File: src/rtl/fll_cfg_master.sv
// fll_cfg_master: turns single-word command requests into req/ack
// transactions on an FLL configuration slave port, returns read data or a
// timeout error on a one-cycle response strobe, and monitors FLL lock.
module fll_cfg_master #(
    parameter int unsigned TIMEOUT_CYCLES = 64
) (
    input  logic        clk_i,
    input  logic        rst_i,
    input  logic        cmd_valid_i,
    output logic        cmd_ready_o,
    input  logic        cmd_wrn_i,
    input  logic [1:0]  cmd_add_i,
    input  logic [31:0] cmd_data_i,
    output logic        rsp_valid_o,
    output logic [31:0] rsp_rdata_o,
    output logic        rsp_err_o,
    output logic        fll_req_o,
    output logic        fll_wrn_o,
    output logic [1:0]  fll_add_o,
    output logic [31:0] fll_data_o,
    input  logic        fll_ack_i,
    input  logic [31:0] fll_r_data_i,
    input  logic        fll_lock_i,
    output logic        lock_o,
    output logic        lock_lost_o,
    input  logic        lock_lost_clr_i
);

    // A zero timeout still needs a one-bit counter so the vectors stay legal.
    localparam int unsigned CNT_W  = (TIMEOUT_CYCLES == 0) ? 1 : $clog2(TIMEOUT_CYCLES + 1);
    localparam int unsigned LAST_I = (TIMEOUT_CYCLES == 0) ? 0 : TIMEOUT_CYCLES - 1;
    localparam logic [CNT_W-1:0] TMO_LAST = CNT_W'(LAST_I);

    typedef enum logic [1:0] {
        ST_IDLE,
        ST_REQ,
        ST_DROP,
        ST_RESP
    } state_t;

    state_t            state_q;
    state_t            state_d;
    logic [CNT_W-1:0]  tmo_cnt_q;
    logic              tmo_hit;
    logic              cmd_accept;
    logic              cnt_clr;
    logic              rsp_load;
    logic [31:0]       rsp_rdata_d;
    logic              rsp_err_d;
    logic              lock_sync_q;
    logic              lock_prev_q;

    // An ack left high by a timed-out transaction must drop before the next command.
    assign cmd_ready_o = (state_q == ST_IDLE) && !fll_ack_i && !rst_i;
    assign cmd_accept  = cmd_valid_i && cmd_ready_o;
    assign fll_req_o   = (state_q == ST_REQ);
    assign rsp_valid_o = (state_q == ST_RESP);
    assign tmo_hit     = (TIMEOUT_CYCLES != 0) && (tmo_cnt_q == TMO_LAST);

    // State register.
    always_ff @(posedge clk_i) begin
        if (rst_i) begin
            state_q <= ST_IDLE;
        end else begin
            state_q <= state_d;
        end
    end

    // Next-state and response selection; an ack in the timeout cycle wins.
    always_comb begin
        state_d     = state_q;
        cnt_clr     = 1'b0;
        rsp_load    = 1'b0;
        rsp_rdata_d = '0;
        rsp_err_d   = 1'b0;
        case (state_q)
            ST_IDLE: begin
                if (cmd_accept) begin
                    state_d = ST_REQ;
                    cnt_clr = 1'b1;
                end
            end
            ST_REQ: begin
                if (fll_ack_i) begin
                    rsp_load    = 1'b1;
                    rsp_rdata_d = fll_wrn_o ? fll_r_data_i : '0;
                    cnt_clr     = 1'b1;
                    state_d     = ST_DROP;
                end else if (tmo_hit) begin
                    rsp_load  = 1'b1;
                    rsp_err_d = 1'b1;
                    state_d   = ST_RESP;
                end
            end
            ST_DROP: begin
                if (!fll_ack_i) begin
                    state_d = ST_RESP;
                end else if (tmo_hit) begin
                    rsp_load  = 1'b1;
                    rsp_err_d = 1'b1;
                    state_d   = ST_RESP;
                end
            end
            ST_RESP: begin
                state_d = ST_IDLE;
            end
            default: begin
                state_d = ST_IDLE;
            end
        endcase
    end

    // Saturating timeout counter, restarted on entry to REQ and DROP.
    always_ff @(posedge clk_i) begin
        if (rst_i) begin
            tmo_cnt_q <= '0;
        end else if (cnt_clr) begin
            tmo_cnt_q <= '0;
        end else if (((state_q == ST_REQ) || (state_q == ST_DROP)) && (tmo_cnt_q != '1)) begin
            tmo_cnt_q <= tmo_cnt_q + 1'b1;
        end
    end

    // Command fields are latched on accept and held until the next accept.
    always_ff @(posedge clk_i) begin
        if (rst_i) begin
            fll_wrn_o  <= 1'b0;
            fll_add_o  <= '0;
            fll_data_o <= '0;
        end else if (cmd_accept) begin
            fll_wrn_o  <= cmd_wrn_i;
            fll_add_o  <= cmd_add_i;
            fll_data_o <= cmd_data_i;
        end
    end

    // Response data/error registers, held until the next transaction updates them.
    always_ff @(posedge clk_i) begin
        if (rst_i) begin
            rsp_rdata_o <= '0;
            rsp_err_o   <= 1'b0;
        end else if (rsp_load) begin
            rsp_rdata_o <= rsp_rdata_d;
            rsp_err_o   <= rsp_err_d;
        end
    end

    // Two-flop lock synchroniser plus a delayed copy to spot 1->0 edges.
    always_ff @(posedge clk_i) begin
        if (rst_i) begin
            lock_sync_q <= 1'b0;
            lock_o      <= 1'b0;
            lock_prev_q <= 1'b0;
        end else begin
            lock_sync_q <= fll_lock_i;
            lock_o      <= lock_sync_q;
            lock_prev_q <= lock_o;
        end
    end

    // Sticky lock-loss flag; a new loss outranks a simultaneous clear.
    always_ff @(posedge clk_i) begin
        if (rst_i) begin
            lock_lost_o <= 1'b0;
        end else if (lock_prev_q && !lock_o) begin
            lock_lost_o <= 1'b1;
        end else if (lock_lost_clr_i) begin
            lock_lost_o <= 1'b0;
        end
    end

endmodule

File: config.mk
export PLATFORM = sky130hd
export DESIGN_NAME = fll_cfg_master
export DESIGN_NICKNAME = d
export VERILOG_FILES = /design/src/rtl/fll_cfg_master.sv
export SDC_FILE = /design/constraint.sdc
export NUM_CORES = 1
export LEC_CHECK = 0
export CORE_MARGIN = 10
export CORE_UTILIZATION = 44
export DETAILED_ROUTE_END_ITERATION = 10
export HOLD_SLACK_MARGIN = 0.02
export PLACE_DENSITY = 0.95
export REMOVE_ABC_BUFFERS = 1
export SLEW_MARGIN = 5
export SYNTH_ARGS = -nofsm -noshare
export SYNTH_HDL_FRONTEND = slang
export SYNTH_SLANG_ARGS = --single-unit
File: constraint.sdc
create_clock -name clk_i -period 4.4 [get_ports clk_i]
set_input_delay 0.88 -clock clk_i [delete_from_list [all_inputs] [get_ports clk_i]]
set_output_delay 0.88 -clock clk_i [all_outputs]
set_load 0.02 [all_outputs]
==> flow_metrics.env <==
export IMPL_ctsLongestPathBuffers=2
export IMPL_layout_commonest_cell="clkdlybuf4s50_1"
export IMPL_cp_start_kind="primary input"
export IMPL_placementRows=30
export IMPL_synth_cell_type_count=38
export IMPL_avgRoutedWirePerCell_um=17.9
export IMPL_hold_viol=0
export IMPL_ant_nets=0
export IMPL_ctsHoldBuffers=0
export IMPL_routed_wl_um=9870
export IMPL_dr_total_vias=2942
export IMPL_worst_pin_slew_ns=0.926
export IMPL_grt_first_pass_wirelength_um=15200
export IMPL_tns_ns=0
export IMPL_drc=0
export IMPL_leakage_nw=1.72
export IMPL_synth_xor_area_share_pct=0
export IMPL_max_cap_violations=0
export IMPL_rsz0062_at_grt="no"
export IMPL_start_util_pct=45.6
export IMPL_post_cts_resized=0
export IMPL_core_area_mm2=0.00683
export IMPL_fin_skew_ns=0.00958
export IMPL_path_cells="clkdlybuf4s50_1 > nor3_1 > clkdlybuf4s50_1"
export IMPL_antenna_found_initial=0
export IMPL_dp_slack_ns=1.08
export IMPL_drt_iter0_markers=144
export IMPL_synth_compound_area_share_pct=22.7
export IMPL_grt_max_degree=50
export IMPL_clkSinkCount=81
export IMPL_relSlewSlack_pct=38.2
export IMPL_gp_congestion=0.805
export IMPL_post_route_min_period_ns=3.30
export IMPL_cp_arrival_ns=2.42
export IMPL_synth_seq_cells=81
export IMPL_drt_pass1_iterations=5
export IMPL_h_tree_depth=3
export IMPL_layout_common_cells="clkdlybuf4s50_1 (144), dfxtp_1 (81), nand2_1 (73), a21oi_1 (39), a32o_1 (22)"
export IMPL_power_density_mw_per_mm2=353
export IMPL_synthArstFlopShare_pct=0
export IMPL_grtUsageTotal_pct=17.2
export IMPL_critPathRequiredTime_ns=3.52
export IMPL_die_width_um=104
export IMPL_areaGrowthSynthToFinish_pct=52.6
export IMPL_avgSynthCellArea_um2=9.81
export IMPL_setup_viol=0
export IMPL_worstSetupEndpointType="output port"
export IMPL_worst_slack_ns=1.10
export IMPL_grt_pass1_vias=2879
export IMPL_yosys_area_share_simple_pct=15.5
export IMPL_fin_crit_sh_pct=75.1
export IMPL_max_freq_mhz=303
export IMPL_clock_latency_ns=0.34
export IMPL_yosys_warnings=0
export IMPL_synth_flop_cell="dfxtp_1"
export IMPL_crit_start="fll_ack_i"
export IMPL_peakVddDrop_mv=0.285
export IMPL_status="completed"
export IMPL_path_max_fanout=12
export IMPL_clkSlewWorstSetupHoldPaths_ns=0.08
export IMPL_yosysSeqAreaShare_pct=52.0
export IMPL_slowest_stage="clkdlybuf4s50_1"
export IMPL_crit_type="in2out"
export IMPL_die_h_um=104
export IMPL_syn_area_mm2=0.00312
export IMPL_dieArea_mm2=0.0109
export IMPL_drv_slew=0
export IMPL_cts_tree="yes"
export IMPL_port_buffers=145
export IMPL_synth_edf_count=0
export IMPL_cp_common_cell="clkdlybuf4s50_1"
export IMPL_synth_cells=318
export IMPL_cts_root_buf="clkbuf_8"
export IMPL_min_from="lock_sync_q$_SDFF_PP0_"
export IMPL_grt_overflow=0
export IMPL_drive_gt1_share_pct=8.13
export IMPL_routed_via_density=5.34
export IMPL_synthAdderAreaFrac_pct=2.41
export IMPL_pin_count=146
export IMPL_cts_buffers=9
export IMPL_muxShareOfSynthArea_pct=1.61
export IMPL_diodes=0
export IMPL_hold_path_class="reg2reg"
export IMPL_layout_nets=529
export IMPL_max_stage_delay_ns=0.65
export IMPL_cts_setup_buffers=0
export IMPL_r2r_start="state_q[0]$_SDFFE_PP0P_"
export IMPL_synth_top_family_by_area="compound AO/OA/AOI/OAI gates"
export IMPL_dpl_hpwl_um=7440
-- worst paths after layout --
kind | end | slack (ns) | depth (start not counted)
max reg2reg | rsp_rdata_o[19]$_SDFFE_PP0P_ | 2.26 | 4
min | lock_o$_SDFF_PP0_ | 0.44 | 1
min reg2reg | lock_o$_SDFF_PP0_ | 0.44 | 1
max | cmd_ready_o | 1.10 | 3
-- synthesized netlist by cell type, types with 5 or more instances --
| library cell | count | area share, % |
|---|---|---|
| a21oi_1 | 39 | 6.3 |
| a32o_1 | 22 | 7.1 |
| a32o_2 | 10 | 3.6 |
| buf_2 | 10 | 1.6 |
| buf_4 | 6 | 1.4 |
| clkbuf_1 | 5 | 0.60 |
| dfxtp_1 | 81 | 52 |
| ha_1 | 6 | 2.4 |
| mux2i_1 | 5 | 1.6 |
| nand2_1 | 73 | 8.8 |
| nand3_1 | 9 | 1.4 |
| nor2b_1 | 5 | 1.0 |
-- worst max-delay path, delay by kind of cell --
kind	cells	cell delay, ns
buf+inv	2	1.27
simple gates	1	0.27
-- cells by family (layout without fill, tap and decap cells) --
logic type               count (synthesis)  after routing
AND/OR/NAND/NOR                        104            104
AO/OA/AOI/OAI                           91             91
flip-flops                              81             81
buffers and inverters                   31            168
adder cells (fa/ha/maj)                  6              6
multiplexers                             5              5
-- metal layers --
metal | GRT usage (%) | vias to the layer above | routed length [µm]
met4 | 6.96 | 0 | 230
met5 | 0 | - | 0
met3 | 4.58 | 14 | 493
li1 | - | 1413 | -
met2 | 33.6 | 95 | 5680
met1 | 16.4 | 1420 | 3470
-- layout make-up --
class,count,area [µm²]
fillers,521,2070
flip-flops and latches,81,1620
repair buffers,148,1470
multi-input cells,206,1330
clock buffers,10,138
well taps,96,120
clock inverters,6,66.3
inverters,4,15.0
-- through the flow --
step	hold slack (ns)	cell area (µm²)	cells	power, mW	utilization, %
final	0.443	4760	551	1.68	69.6
after global routing	0.472	4760	551	1.76	69.6
after CTS	0.445	4760	551	1.69	69.6
after detailed placement	0.426	4550	535	1.15	66.6
after global placement	0.423	4550	535	1.13	66.6
after floorplan	0.414	2950	291	0.978	-
-- registers in the layout, indices dropped and copies added (netlist names) --
| signal | flops |
|---|---|
| tmo_cnt_q | 7 |
| fll_wrn_o | 1 |
| rsp_err_o | 1 |
| fll_add_o | 2 |
| rsp_rdata_o | 32 |
| lock_o | 1 |
| lock_lost_o | 1 |
| state_q | 2 |
| lock_sync_q | 1 |
| lock_prev_q | 1 |
| fll_data_o | 32 |
-- power by group --
part	switching [mW]	internal (mW)	leakage, nW
combinational	0.185	0.164	0.959
sequential	0.0225	0.764	0.655
clock	0.265	0.280	0.107
(Power assumes the default switching activity.)
